===== src/rtl/arm_multicycle_ctrl_pkg.sv =====
// Shared types and encodings for the multicycle ARM control unit:
// FSM states, datapath mux selects, ALU commands and condition codes.
package arm_multicycle_ctrl_pkg;

  typedef enum logic [3:0] {
    S_FETCH    = 4'd0,
    S_DECODE   = 4'd1,
    S_MEMADR   = 4'd2,
    S_MEMRD    = 4'd3,
    S_MEMWB    = 4'd4,
    S_MEMWR    = 4'd5,
    S_EXECUTER = 4'd6,
    S_EXECUTEI = 4'd7,
    S_ALUWB    = 4'd8,
    S_BRANCH   = 4'd9
  } state_t;

  localparam logic [3:0] PC_REG  = 4'd15;
  localparam logic [3:0] COND_AL = 4'b1110;

  localparam logic [1:0] RES_ALUOUT    = 2'b00;
  localparam logic [1:0] RES_DATA      = 2'b01;
  localparam logic [1:0] RES_ALURESULT = 2'b10;

  localparam logic [1:0] SRCB_WD   = 2'b00;
  localparam logic [1:0] SRCB_IMM  = 2'b01;
  localparam logic [1:0] SRCB_FOUR = 2'b10;

  localparam logic [1:0] ALU_ADD = 2'b00;
  localparam logic [1:0] ALU_SUB = 2'b01;
  localparam logic [1:0] ALU_AND = 2'b10;
  localparam logic [1:0] ALU_ORR = 2'b11;

  localparam logic [3:0] CMD_ADD = 4'b0100;
  localparam logic [3:0] CMD_SUB = 4'b0010;
  localparam logic [3:0] CMD_AND = 4'b0000;
  localparam logic [3:0] CMD_ORR = 4'b1100;

  // Unsupported data-processing commands fall back to an add.
  function automatic logic [1:0] alu_decode(input logic alu_op, input logic [3:0] cmd);
    logic [1:0] ctl;
    ctl = ALU_ADD;
    if (alu_op) begin
      case (cmd)
        CMD_ADD: ctl = ALU_ADD;
        CMD_SUB: ctl = ALU_SUB;
        CMD_AND: ctl = ALU_AND;
        CMD_ORR: ctl = ALU_ORR;
        default: ctl = ALU_ADD;
      endcase
    end else begin
      ctl = ALU_ADD;
    end
    return ctl;
  endfunction

endpackage


===== src/rtl/arm_multicycle_ctrl_if.sv =====
// Instruction-field inputs, memory handshake and datapath control strobes
// exchanged between the control unit (master) and the datapath (slave).
interface arm_multicycle_ctrl_if;
  logic [3:0] Cond;
  logic [1:0] Op;
  logic [5:0] Funct;
  logic [3:0] Rd;
  logic [3:0] ALUFlags;
  logic       MemReady;
  logic       PCWrite;
  logic       AdrSrc;
  logic       MemWrite;
  logic       IRWrite;
  logic       RegWrite;
  logic [1:0] ResultSrc;
  logic       ALUSrcA;
  logic [1:0] ALUSrcB;
  logic [1:0] ALUControl;
  logic [1:0] ImmSrc;
  logic [1:0] RegSrc;

  modport master (
    input  Cond, Op, Funct, Rd, ALUFlags, MemReady,
    output PCWrite, AdrSrc, MemWrite, IRWrite, RegWrite, ResultSrc,
           ALUSrcA, ALUSrcB, ALUControl, ImmSrc, RegSrc
  );

  modport slave (
    output Cond, Op, Funct, Rd, ALUFlags, MemReady,
    input  PCWrite, AdrSrc, MemWrite, IRWrite, RegWrite, ResultSrc,
           ALUSrcA, ALUSrcB, ALUControl, ImmSrc, RegSrc
  );
endinterface


===== src/rtl/arm_multicycle_ctrl_cond.sv =====
// Condition unit: NZCV flag register, per-instruction condition latch
// captured in DECODE, and S-bit gated flag updates during execute.
module arm_multicycle_ctrl_cond
  import arm_multicycle_ctrl_pkg::*;
(
  input  logic       clk,
  input  logic       reset_n,
  input  logic [3:0] i_cond,
  input  logic [3:0] i_alu_flags,
  input  logic       i_sample,
  input  logic       i_exec,
  input  logic       i_s,
  input  logic [3:0] i_cmd,
  output logic       o_cond_ex
);

  logic [3:0] r_flags;
  logic       r_cond_ex;
  logic       w_cond_ex;
  logic       w_n, w_z, w_c, w_v;
  logic       w_upd_nz;
  logic       w_upd_cv;

  assign {w_n, w_z, w_c, w_v} = r_flags;
  assign w_upd_nz  = i_exec & i_s & r_cond_ex;
  assign w_upd_cv  = w_upd_nz & ((i_cmd == CMD_ADD) | (i_cmd == CMD_SUB));
  assign o_cond_ex = r_cond_ex;

  // ARM condition evaluation; the 1111 encoding never executes.
  always_comb begin
    w_cond_ex = 1'b0;
    case (i_cond)
      4'b0000: w_cond_ex = w_z;
      4'b0001: w_cond_ex = ~w_z;
      4'b0010: w_cond_ex = w_c;
      4'b0011: w_cond_ex = ~w_c;
      4'b0100: w_cond_ex = w_n;
      4'b0101: w_cond_ex = ~w_n;
      4'b0110: w_cond_ex = w_v;
      4'b0111: w_cond_ex = ~w_v;
      4'b1000: w_cond_ex = w_c & ~w_z;
      4'b1001: w_cond_ex = ~w_c | w_z;
      4'b1010: w_cond_ex = ~(w_n ^ w_v);
      4'b1011: w_cond_ex = w_n ^ w_v;
      4'b1100: w_cond_ex = ~w_z & ~(w_n ^ w_v);
      4'b1101: w_cond_ex = w_z | (w_n ^ w_v);
      COND_AL: w_cond_ex = 1'b1;
      default: w_cond_ex = 1'b0;
    endcase
  end

  // Condition latch and flag register.
  always_ff @(posedge clk or negedge reset_n) begin
    if (!reset_n) begin
      r_cond_ex <= 1'b0;
      r_flags   <= 4'b0000;
    end else begin
      if (i_sample) begin
        r_cond_ex <= w_cond_ex;
      end
      if (w_upd_nz) begin
        r_flags[3:2] <= i_alu_flags[3:2];
      end
      if (w_upd_cv) begin
        r_flags[1:0] <= i_alu_flags[1:0];
      end
    end
  end

endmodule


===== src/rtl/arm_multicycle_ctrl.sv =====
// Multicycle ARM control unit: main FSM with memory-ready stalls, ALU decode
// and condition-gated write strobes.
module arm_multicycle_ctrl (
  input  logic                   clk,
  input  logic                   reset_n,
  arm_multicycle_ctrl_if.master  bus
);
  import arm_multicycle_ctrl_pkg::*;

  state_t     r_state;
  state_t     w_next_state;
  logic       w_next_pc, w_ir_write, w_reg_w, w_mem_w, w_branch, w_alu_op;
  logic       w_adr_src, w_alu_src_a;
  logic [1:0] w_result_src, w_alu_src_b;
  logic       w_cond_ex;
  logic       w_pcs;

  arm_multicycle_ctrl_cond u_cond (
    .clk         (clk),
    .reset_n     (reset_n),
    .i_cond      (bus.Cond),
    .i_alu_flags (bus.ALUFlags),
    .i_sample    (r_state == S_DECODE),
    .i_exec      ((r_state == S_EXECUTER) | (r_state == S_EXECUTEI)),
    .i_s         (bus.Funct[0]),
    .i_cmd       (bus.Funct[4:1]),
    .o_cond_ex   (w_cond_ex)
  );

  // State register.
  always_ff @(posedge clk or negedge reset_n) begin
    if (!reset_n) begin
      r_state <= S_FETCH;
    end else begin
      r_state <= w_next_state;
    end
  end

  // Next-state logic.
  always_comb begin
    w_next_state = S_FETCH;
    case (r_state)
      S_FETCH:    w_next_state = bus.MemReady ? S_DECODE : S_FETCH;
      S_DECODE: begin
        case (bus.Op)
          2'b01:   w_next_state = S_MEMADR;
          2'b00:   w_next_state = bus.Funct[5] ? S_EXECUTEI : S_EXECUTER;
          2'b10:   w_next_state = S_BRANCH;
          default: w_next_state = S_FETCH;
        endcase
      end
      S_MEMADR:   w_next_state = bus.Funct[0] ? S_MEMRD : S_MEMWR;
      S_MEMRD:    w_next_state = bus.MemReady ? S_MEMWB : S_MEMRD;
      S_MEMWB:    w_next_state = S_FETCH;
      S_MEMWR:    w_next_state = bus.MemReady ? S_FETCH : S_MEMWR;
      S_EXECUTER: w_next_state = S_ALUWB;
      S_EXECUTEI: w_next_state = S_ALUWB;
      S_ALUWB:    w_next_state = S_FETCH;
      S_BRANCH:   w_next_state = S_FETCH;
      default:    w_next_state = S_FETCH;
    endcase
  end

  // Raw per-state controls before condition gating.
  always_comb begin
    w_next_pc    = 1'b0;
    w_ir_write   = 1'b0;
    w_reg_w      = 1'b0;
    w_mem_w      = 1'b0;
    w_branch     = 1'b0;
    w_alu_op     = 1'b0;
    w_adr_src    = 1'b0;
    w_alu_src_a  = 1'b0;
    w_result_src = RES_ALUOUT;
    w_alu_src_b  = SRCB_WD;
    case (r_state)
      S_FETCH: begin
        w_alu_src_a  = 1'b1;
        w_alu_src_b  = SRCB_FOUR;
        w_result_src = RES_ALURESULT;
        w_next_pc    = bus.MemReady;
        w_ir_write   = bus.MemReady;
      end
      S_DECODE: begin
        w_alu_src_a  = 1'b1;
        w_alu_src_b  = SRCB_FOUR;
        w_result_src = RES_ALURESULT;
      end
      S_MEMADR:   w_alu_src_b = SRCB_IMM;
      S_MEMRD:    w_adr_src = 1'b1;
      S_MEMWB: begin
        w_result_src = RES_DATA;
        w_reg_w      = 1'b1;
      end
      S_MEMWR: begin
        w_adr_src = 1'b1;
        w_mem_w   = 1'b1;
      end
      S_EXECUTER: w_alu_op = 1'b1;
      S_EXECUTEI: begin
        w_alu_src_b = SRCB_IMM;
        w_alu_op    = 1'b1;
      end
      S_ALUWB:    w_reg_w = 1'b1;
      S_BRANCH: begin
        w_alu_src_b  = SRCB_IMM;
        w_result_src = RES_ALURESULT;
        w_branch     = 1'b1;
      end
      default: w_next_pc = 1'b0;
    endcase
  end

  // Strobes are held off for the whole time reset_n is low, not just at the edge.
  assign w_pcs          = (w_reg_w & (bus.Rd == PC_REG)) | w_branch;
  assign bus.PCWrite    = reset_n & ((w_pcs & w_cond_ex) | w_next_pc);
  assign bus.IRWrite    = reset_n & w_ir_write;
  assign bus.RegWrite   = reset_n & w_reg_w & w_cond_ex;
  assign bus.MemWrite   = reset_n & w_mem_w & w_cond_ex;
  assign bus.AdrSrc     = w_adr_src;
  assign bus.ResultSrc  = w_result_src;
  assign bus.ALUSrcA    = w_alu_src_a;
  assign bus.ALUSrcB    = w_alu_src_b;
  assign bus.ALUControl = alu_decode(w_alu_op, bus.Funct[4:1]);
  assign bus.ImmSrc     = bus.Op;
  assign bus.RegSrc     = {bus.Op == 2'b01, bus.Op == 2'b10};

endmodule


===== src/flat_wrapper.sv =====
// flat-port wrapper written by rule: the top's interface ports become plain ports
module arm_multicycle_ctrl_flat import arm_multicycle_ctrl_pkg::*;
  (clk, reset_n, bus_Cond, bus_Op, bus_Funct, bus_Rd, bus_ALUFlags, bus_MemReady, bus_PCWrite, bus_AdrSrc, bus_MemWrite, bus_IRWrite, bus_RegWrite, bus_ResultSrc, bus_ALUSrcA, bus_ALUSrcB, bus_ALUControl, bus_ImmSrc, bus_RegSrc);
  arm_multicycle_ctrl_if bus_i ();
  input  logic clk;
  input  logic reset_n;
  input wire logic [$bits(bus_i.Cond)-1:0] bus_Cond;
  input wire logic [$bits(bus_i.Op)-1:0] bus_Op;
  input wire logic [$bits(bus_i.Funct)-1:0] bus_Funct;
  input wire logic [$bits(bus_i.Rd)-1:0] bus_Rd;
  input wire logic [$bits(bus_i.ALUFlags)-1:0] bus_ALUFlags;
  input wire logic [$bits(bus_i.MemReady)-1:0] bus_MemReady;
  output wire logic [$bits(bus_i.PCWrite)-1:0] bus_PCWrite;
  output wire logic [$bits(bus_i.AdrSrc)-1:0] bus_AdrSrc;
  output wire logic [$bits(bus_i.MemWrite)-1:0] bus_MemWrite;
  output wire logic [$bits(bus_i.IRWrite)-1:0] bus_IRWrite;
  output wire logic [$bits(bus_i.RegWrite)-1:0] bus_RegWrite;
  output wire logic [$bits(bus_i.ResultSrc)-1:0] bus_ResultSrc;
  output wire logic [$bits(bus_i.ALUSrcA)-1:0] bus_ALUSrcA;
  output wire logic [$bits(bus_i.ALUSrcB)-1:0] bus_ALUSrcB;
  output wire logic [$bits(bus_i.ALUControl)-1:0] bus_ALUControl;
  output wire logic [$bits(bus_i.ImmSrc)-1:0] bus_ImmSrc;
  output wire logic [$bits(bus_i.RegSrc)-1:0] bus_RegSrc;
  assign bus_i.Cond = bus_Cond;
  assign bus_i.Op = bus_Op;
  assign bus_i.Funct = bus_Funct;
  assign bus_i.Rd = bus_Rd;
  assign bus_i.ALUFlags = bus_ALUFlags;
  assign bus_i.MemReady = bus_MemReady;
  assign bus_PCWrite = bus_i.PCWrite;
  assign bus_AdrSrc = bus_i.AdrSrc;
  assign bus_MemWrite = bus_i.MemWrite;
  assign bus_IRWrite = bus_i.IRWrite;
  assign bus_RegWrite = bus_i.RegWrite;
  assign bus_ResultSrc = bus_i.ResultSrc;
  assign bus_ALUSrcA = bus_i.ALUSrcA;
  assign bus_ALUSrcB = bus_i.ALUSrcB;
  assign bus_ALUControl = bus_i.ALUControl;
  assign bus_ImmSrc = bus_i.ImmSrc;
  assign bus_RegSrc = bus_i.RegSrc;
  arm_multicycle_ctrl u_core (.clk(clk), .reset_n(reset_n), .bus(bus_i));
endmodule

===== config.mk =====
export PLATFORM = sky130hd
export DESIGN_NAME = arm_multicycle_ctrl_flat
export DESIGN_NICKNAME = d
export VERILOG_FILES = /design/src/rtl/arm_multicycle_ctrl_pkg.sv /design/src/rtl/arm_multicycle_ctrl_if.sv /design/src/rtl/arm_multicycle_ctrl_cond.sv /design/src/rtl/arm_multicycle_ctrl.sv /design/src/flat_wrapper.sv
export SDC_FILE = /design/constraint.sdc
export NUM_CORES = 1
export LEC_CHECK = 0
export ABC_AREA = 1
export CAP_MARGIN = 5
export CORE_UTILIZATION = 60
export DETAILED_ROUTE_END_ITERATION = 12
export DONT_BUFFER_PORTS = 1
export PLACE_DENSITY_LB_ADDON = 0.1
export SLEW_MARGIN = 20
export SYNTH_ARGS = -nofsm -noshare
export SYNTH_HDL_FRONTEND = slang
export SYNTH_SLANG_ARGS = --single-unit

===== constraint.sdc =====
create_clock -name clk -period 2.1 [get_ports clk]
set_input_delay 0 -clock clk [delete_from_list [all_inputs] [get_ports clk]]
set_output_delay 0 -clock clk [all_outputs]
set_load 0.005 [all_outputs]

==> results of run 1 <==
==> kinds of logic (layout without fill, tap and decap cells) <==
| group | after synthesis | in the layout | synth area share [%] |
|---|---|---|---|
| simple gates | 89 | 89 | 47.80 |
| buf+inv | 32 | 43 | 14.60 |
| compound gates | 17 | 17 | 12.81 |
| flops | 9 | 9 | 24.79 |
==> routing by layer <==
layer	vias up	track usage, %	wire length [µm]
met5	-	0	0
met4	0	11.67	29
met3	5	5.978	142
met2	41	37.50	883
met1	399	34.36	908
li1	480	-	-
==> power by group through the flow <==
stage | combinational, W | clock (W) | sequential, W
2_1_floorplan | 0.000376 | 0 | 0.000269
3_3_place_gp | 0.000402 | 0 | 0.000293
3_5_place_dp | 0.000411 | 0 | 0.000296
4_1_cts | 0.000451 | 0.000135 | 0.000292
5_1_grt | 0.000519 | 0.000149 | 0.000301
6_report | 0.000455 | 0.000132 | 0.000294
==> cell type report <==
| type | count | area, µm² |
|---|---|---|
| tap | 15 | 18.77 |
| multi-input combinational | 106 | 550.5 |
| timing repair buffer | 11 | 110.1 |
| sequential | 9 | 225.2 |
| clock buffer | 4 | 26.28 |
| fill | 112 | 314.1 |
| inverter | 28 | 105.1 |
==> flip-flops by register name (all words and copies together), names as in the netlist <==
| signal | count |
|---|---|
| u_core.u_cond.o_cond_ex | 1 |
| u_core.u_cond.r_flags | 4 |
| u_core.r_state | 4 |
==> timing repair <==
action | 4_1_cts | 5_1_grt
hold buffers | 11 | 0
resized for setup | 0 | 0
endpoints found under the hold margin | 17 | 0
==> worst max-delay path: stages (launching register included) <==
cell	delay, ps
sky130_fd_sc_hd__dfrtp_1	540
sky130_fd_sc_hd__nor2_2	80
sky130_fd_sc_hd__inv_1	130
sky130_fd_sc_hd__nor2_4	60
sky130_fd_sc_hd__a31oi_1	160
sky130_fd_sc_hd__nand2_1	80
sky130_fd_sc_hd__dlygate4sd3_1	560
==> how the worst min path moves through the flow <==
stage	from	end	slack, ps	cells past startpoint
floorplan	reset_n	u_core.r_state[0]	-300	0
global placement	reset_n	u_core.u_cond.r_flags[2]	-300	0
detailed placement	reset_n	u_core.u_cond.r_flags[2]	-300	0
CTS	bus_Op[0]	bus_ImmSrc[0]	0.07	0
global route	bus_Op[0]	bus_ImmSrc[0]	0.01	0
finish	bus_Op[0]	bus_ImmSrc[0]	0.003	0
==> through the flow <==
step                      total power, W  utilization [%]  cell area, µm²
after detailed placement       0.0007065            66.64           899.6
after floorplan                0.0006447                -           908.4
after global placement         0.0006944            66.64           899.6
final                          0.0008810            76.74            1036
after global routing           0.0009684            76.74            1036
after CTS                      0.0008789            76.74            1036
==> layout by cell type (no fill, tap or decap), types with 2 or more instances in the layout <==
cell type,instances
sky130_fd_sc_hd__dlygate4sd3_1,11
sky130_fd_sc_hd__inv_1,25
sky130_fd_sc_hd__clkbuf_4,3
sky130_fd_sc_hd__inv_2,3
sky130_fd_sc_hd__a21oi_1,3
sky130_fd_sc_hd__a21oi_2,2
sky130_fd_sc_hd__nand2_1,38
sky130_fd_sc_hd__nand4_1,2
sky130_fd_sc_hd__o21ai_0,4
sky130_fd_sc_hd__o21ai_1,2
sky130_fd_sc_hd__nand3b_1,2
sky130_fd_sc_hd__nor2_1,19
sky130_fd_sc_hd__nor2_2,4
sky130_fd_sc_hd__nand3_1,16
sky130_fd_sc_hd__nor2_4,2
sky130_fd_sc_hd__nand2_4,2
sky130_fd_sc_hd__dfrtp_1,9
==> insert_results.sql, run 1 <==
INSERT INTO impl_metrics (metric_group, metric, value, unit) VALUES
('power_and_ir_drop', 'p_clk_share', '15.0', '%'),
('synthesis', 'most_frequent_cell_after_synthesis', 'sky130_fd_sc_hd__nand2_1', ''),
('global_routing', 'grt_remaining_overflow', '0', ''),
('setup_path', 'ff2ff_setup_slack', '370', 'ps'),
('global_routing', 'grt_first_pass_wirelength', '2704', 'µm'),
('setup_path', 'critPathKind', 'flop to flop', ''),
('setup_path', 'timing.critical_path.from', 'u_core.r_state[1]', ''),
('setup_path', 'crit-reg2reg-capture', 'u_core.r_state[2]', ''),
('synthesis', 'synth_area_leaders', 'sky130_fd_sc_hd__dfrtp_1 25%, sky130_fd_sc_hd__nand2_1 16%, sky130_fd_sc_hd__inv_1 10%', ''),
('power_and_ir_drop', 'power.density', '850.4', 'nW/µm²'),
('die', 'width_of_the_chip', '40.91', 'µm'),
('die', 'design.portCount', '39', ''),
('routing', 'postRouteAntennaNets', '0', ''),
('run_status', 'result_of_the_run', 'complete, no violations', ''),
('timing', 'timing.max_slew.rel_slack', '74.22', '%'),
('global_routing', 'grt_use_total', '25.26', '%'),
('synthesis', 'synth.ff_latch_count', '9', ''),
('min_path', 'hold_class', 'primary input to output pin', ''),
('die', 'core_area', '1350', 'µm²'),
('finish', 'post_route_cells_drive_above_1_share', '13.29', '%'),
('timing', 'fin_tns_setup', '0', 'ps'),
('clock_network', 'htree_num_levels', '1', ''),
('timing', 'grt_setup_unrepaired', 'no', ''),
('setup_path', 'cp-start-kind', 'flop', ''),
('finish', 'final_cells', '173', ''),
('power_and_ir_drop', 'p_sw', '0.0004101', 'W'),
('synthesis', 'synthesis.yosys.warnings', '0', ''),
('setup_path', 'timing.reg2reg.worst_path_depth', '6', ''),
('clock_network', 'tritoncts', 'built', ''),
('synthesis', 'area_of_the_mapped_netlist', '908.4', 'µm²'),
('synthesis', 'post-synth-top-area-fraction', '24.79', '%'),
('die', 'initial_cell_density_of_the_core', '67.28', '%'),
('routing', 'remaining_drc_errors', '0', ''),
('place', 'post-dp-hpwl', '1545', 'µm'),
('setup_path', 'critical_path_arrival', '1880', 'ps'),
('place', 'numPlacedInstances', '158', ''),
('timing', 'finalClockSkew', '3.559', 'ps'),
('routing', 'avgViaCountPerCell', '5.347', ''),
('clock_network', 'cts.sinks', '9', ''),
('setup_path', 'worst_reg2reg_path_startpoint', 'u_core.r_state[1]', ''),
('power_and_ir_drop', 'power_share_of_the_sequential_group', '33.4', '%'),
('routing', 'vias', '925', ''),
('routing', 'totalWireLength', '1964', 'µm'),
('place', 'place_worst_setup_slack', '892.9', 'ps'),
('clock_network', 'reg_clk_slew_reported_paths', '60', 'ps'),
('place', 'port_buffers', '0', ''),
('timing', 'worst_hold_slack', '0.002666', 'ps'),
('setup_path', 'timing.critical_path.to', 'u_core.r_state[2]', ''),
('place', 'place.gp.congestion', '0.6867', ''),
('synthesis', 'syn_inst', '147', ''),
('finish', 'syn_to_final_growth', '14.05', '%'),
('die', 'num_rows', '13', ''),
('timing', 'tightest_slew', '385.5', 'ps'),
('timing', 'final_critical_path_setup_slack', '365.4', 'ps'),
('setup_path', 'worstPathRequired', '2240', 'ps'),
('timing', 'finalWorstPathRequiredPeriod', '1735', 'ps'),
('synthesis', 'synth_enable_flop_cells', '0', ''),
('power_and_ir_drop', 'sw_frac_of_total', '46.55', '%'),
('timing', 'report.final.hold_viol_count', '0', ''),
('finish', 'num-nets-final', '182', ''),
('synthesis', 'synth_commonest_cells', '38 x sky130_fd_sc_hd__nand2_1, 25 x sky130_fd_sc_hd__inv_1, 19 x sky130_fd_sc_hd__nor2_1, 16 x sky130_fd_sc_hd__nand3_1, 9 x sky130_fd_sc_hd__dfrtp_1', ''),
('synthesis', 'synthesis.nets', '170', ''),
('setup_path', 'worst-path-max-fanout', '10', ''),
('synthesis', 'netlist.top_cell.by_area', 'sky130_fd_sc_hd__dfrtp_1', ''),
('synthesis', 'dominant_synthesized_flop_cell', 'sky130_fd_sc_hd__dfrtp_1', ''),
('clock_network', 'postCtsSetupBuffers', '0', ''),
('die', 'die-area', '1674', 'µm²'),
('synthesis', 'avgSynthCellArea', '6.179', 'µm²'),
('synthesis', 'synth_cell_type_count', '27', ''),
('clock_network', 'clock_insertion_delay_worst_skew', '260', 'ps'),
('routing', 'routed_wire_length_per_instance', '11.35', 'µm');
Power figures use the tool's default switching activity.
==> run 2: changes to the inputs <==
- ABC_AREA: 1 -> 0
- clock period: 2.1 -> 1.75 ns (I/O delays scaled with it)
==> run 2 against run 1 <==
Effect of this change: via count fell by 4.6%; non-clock buffer count increased by 8; worst hold slack worse by 29 ps; sequential share of layout area is 0.50 points higher; utilization rose by 1.5 points; the flow now finishes with violations (negative hold slack); setup slack got worse by 270 ps; sequential cell count unchanged; fmax increased by 4.8%.
==> insert_results.sql, run 2 <==
INSERT INTO impl_metrics (metric_group, metric, value, unit) VALUES
('power_and_ir_drop', 'power.density', '1229', 'nW/µm²'),
('synthesis', 'syn_inst', '107', ''),
('die', 'width_of_the_chip', '39.32', 'µm'),
('timing', 'finalWorstPathRequiredPeriod', '1655', 'ps'),
('timing', 'finalMaxSlewViolations', '0', ''),
('routing', 'routed_wire_length_per_instance', '15.40', 'µm'),
('job', 'maxCapViolCount', '0', ''),
('setup_path', 'timing.critical_path.slowest_stage_cell', 'sky130_fd_sc_hd__or4_4', ''),
('timing', 'fmax', '604.1', 'MHz'),
('place', 'post-dp-hpwl', '1422', 'µm'),
('global_routing', 'grt_use_total', '28.43', '%'),
('setup_path', 'worstPathRequired', '1900', 'ps'),
('place', 'dpl-instance-area', '848.3', 'µm²'),
('synthesis', 'area_of_the_mapped_netlist', '835.8', 'µm²'),
('clock_network', 'total_cts_buffers', '3', ''),
('synthesis', 'netlist.top_cell.by_area', 'sky130_fd_sc_hd__dfrtp_1', ''),
('clock_network', 'maximum_clock_insertion_buffer_count', '2', ''),
('finish', 'syn_to_final_growth', '21.86', '%'),
('synthesis', 'synthesis.nets', '130', ''),
('timing', 'setup-violations-final', '0', ''),
('die', 'die-area', '1546', 'µm²'),
('timing', 'layout_worst_path_cycle_share', '94.60', '%'),
('synthesis', 'synth_enable_flop_cells', '0', ''),
('global_routing', 'grt_first_pass_wirelength', '2884', 'µm'),
('die', 'design.portCount', '39', ''),
('synthesis', 'synth.ff_latch_count', '9', ''),
('routing', 'vias', '882', ''),
('routing', 'totalWireLength', '2094', 'µm'),
('synthesis', 'most_frequent_cell_after_synthesis', 'sky130_fd_sc_hd__nand2_1', ''),
('timing', 'timing.max_slew.rel_slack', '71.33', '%'),
('routing', 'starting_drt_drc_count', '24', ''),
('place', 'place.gp.congestion', '0.7811', ''),
('finish', 'n_fill_cell', '106', ''),
('clock_network', 'clock_insertion_delay_worst_skew', '270', 'ps'),
('setup_path', 'worstPathCellList', 'and2b_1, nand4_1, or4_4, mux2_4', ''),
('timing', 'grt_setup_unrepaired', 'no', ''),
('setup_path', 'worst-path-max-fanout', '2', ''),
('run_status', 'result_of_the_run', 'complete, but fails checks', ''),
('finish', 'layout_common_cells', '12 x sky130_fd_sc_hd__dlygate4sd3_1, 10 x sky130_fd_sc_hd__nand2_1, 8 x sky130_fd_sc_hd__nor3_1, 8 x sky130_fd_sc_hd__nor2_1, 8 x sky130_fd_sc_hd__dfrtp_1', ''),
('finish', 'layout.area.seq', '226.5', 'µm²'),
('timing', 'worst_hold_slack', '-28.56', 'ps'),
('clock_network', 'tritoncts', 'built', ''),
('place', 'port_buffers', '0', ''),
('synthesis', 'synth_seq_area_share', '26.95', '%'),
('finish', 'stdcell_area', '1018', 'µm²'),
('timing', 'fin_tns_setup', '0', 'ps'),
('clock_network', 'cts-root-buf', 'sky130_fd_sc_hd__clkbuf_4', ''),
('setup_path', 'critical-path-max-stage-delay', '520', 'ps'),
('finish', 'post_route_cells_drive_above_1_share', '14.05', '%'),
('finish', 'antenna_cells', '0', ''),
('die', 'core_area', '1301', 'µm²'),
('routing', 'drt_first_pass_iters', '4', ''),
('die', 'num_rows', '13', ''),
('synthesis', 'ys_async_sr_fraction', '100.0', '%'),
('die', 'die_height', '39.32', 'µm'),
('finish', 'multiInputGateArea', '563.0', 'µm²'),
('power_and_ir_drop', 'max-vdd-ir-drop', '0.0008425', 'V'),
('global_routing', 'initial_antenna_violation_count', '0', ''),
('timing', 'finalClockSkew', '6.510', 'ps'),
('timing', 'tightest_slew', '426.1', 'ps'),
('clock_network', 'cts.sinks', '9', ''),
('routing', 'postRouteAntennaNets', '0', ''),
('power_and_ir_drop', 'p_leak', '0.4201', 'nW'),
('setup_path', 'critPathKind', 'flop to flop', ''),
('synthesis', 'dominant_synthesized_flop_cell', 'sky130_fd_sc_hd__dfrtp_1', ''),
('global_routing', 'grt_remaining_overflow', '0', ''),
('setup_path', 'worst_setup_path_end_kind', 'flop', ''),
('run_status', 'failing_checks', 'negative hold slack', ''),
('synthesis', 'synth_cell_type_count', '36', ''),
('synthesis', 'post-synth-top-area-fraction', '26.95', '%'),
('setup_path', 'cp-start-kind', 'flop', ''),
('synthesis', 'synth_commonest_cells', '10 x sky130_fd_sc_hd__nand2_1, 9 x sky130_fd_sc_hd__dfrtp_1, 8 x sky130_fd_sc_hd__nor2_1, 8 x sky130_fd_sc_hd__nor3_1, 6 x sky130_fd_sc_hd__o21ai_0', ''),
('global_routing', 'number_of_global_route_vias_before_repair', '708', ''),
('finish', 'num-nets-final', '145', ''),
('clock_network', 'htree_num_levels', '1', ''),
('die', 'initial_cell_density_of_the_core', '64.23', '%'),
('clock_network', 'reg_clk_slew_reported_paths', '70', 'ps'),
('synthesis', 'avgSynthCellArea', '7.811', 'µm²'),
('synthesis', 'synthesis.yosys.warnings', '0', ''),
('routing', 'avgViaCountPerCell', '6.485', ''),
('setup_path', 'critical_path_arrival', '1810', 'ps'),
('timing', 'report.final.hold_viol_count', '1', ''),
('min_path', 'hold_class', 'primary input to flop', ''),
('finish', 'layout_commonest_cell', 'sky130_fd_sc_hd__dlygate4sd3_1', ''),
('global_routing', 'grt_max_degree', '18', ''),
('routing', 'remaining_drc_errors', '0', ''),
('synthesis', 'synth_area_leaders', 'sky130_fd_sc_hd__dfrtp_1 27%, sky130_fd_sc_hd__xnor2_1 5.2%, sky130_fd_sc_hd__nor3_1 4.8%', '');
## run 2: cell count changes after synthesis, moves of 4 or more
cell	change
sky130_fd_sc_hd__nor2_2	-4
sky130_fd_sc_hd__inv_1	-22
sky130_fd_sc_hd__nand3_1	-13
sky130_fd_sc_hd__nor3_1	+8
sky130_fd_sc_hd__nand2_1	-28
sky130_fd_sc_hd__xnor2_1	+5
sky130_fd_sc_hd__nor2b_1	+5
sky130_fd_sc_hd__nor2_1	-11
## run 2: worst paths after layout
path                                     startpoint  cells past startpoint                        to  slack [ps]
max in group asynchronous                   reset_n                      1  u_core.u_cond.r_flags[3]        1320
min in group asynchronous                   reset_n                      1   u_core.u_cond.o_cond_ex         100
min reg2reg                u_core.u_cond.r_flags[1]                      1  u_core.u_cond.r_flags[1]         600
min                                     bus_Cond[0]                      3   u_core.u_cond.o_cond_ex         -30
max                               u_core.r_state[3]                      4  u_core.u_cond.r_flags[1]          90
max reg2reg                       u_core.r_state[3]                      4  u_core.u_cond.r_flags[1]          90
## run 2: power by group
| part | internal [W] | switching (W) |
|---|---|---|
| Sequential | 0.000278 | 0.0000576 |
| Combinational | 0.000329 | 0.000418 |
| Clock | 0.0000883 | 0.0000810 |
## run 2: logic make-up after synthesis
kind of cell	after synthesis	synth area share [%]
compound gates	23	17.67
xor+xnor	7	7.335
buf+inv	12	6.586
flops	9	26.95
mux	7	9.880
simple gates	49	31.59
## run 2: final cells by class
type                            instances  share of cell area (%)
Timing Repair Buffer                   19                   16.95
Multi-Input combinational cell         86                   55.28
Sequential cell                         9                   22.24
Inverter                                3                   1.106
Tap cell                               15                   1.843
Clock buffer                            4                   2.580
## run 2: per-layer routing
metal	routed length, µm	up-vias	GRT usage [%]
li1	-	421	-
met1	872	411	36.33
met2	1025	44	46.67
met3	155	6	5.114
met4	41	0	12.07
met5	0	-	0
## run 2: per-stage QoR
step           std cells  utilization [%]  hold WS, ps  setup slack (ps)  total power, W
2_1_floorplan        107                -       -295.6             67.59       0.0008837
3_3_place_gp         118            65.19       -295.2             145.6        0.001001
3_5_place_dp         118            65.19       -295.0             107.5        0.001021
4_1_cts              134            76.44      0.06539             25.33        0.001218
5_1_grt              136            78.27       0.1342             44.97        0.001353
6_report             136            78.27       -28.56             94.54        0.001252
## run 2: repair_timing
| action | 4_1_cts | 5_1_grt |
|---|---|---|
| endpoints found under the setup margin | 0 | 1 |
| gates resized for setup | 0 | 2 |
| setup buffers | 0 | 2 |
| hold buffers | 12 | 1 |
| endpoints found under the hold margin | 18 | 1 |
## run 2: critical path: cells and delay by family (launching register included)
family	cells	cell delay (ps)
DFF	1	380
muxes	1	310
and+or+nand+nor	3	850
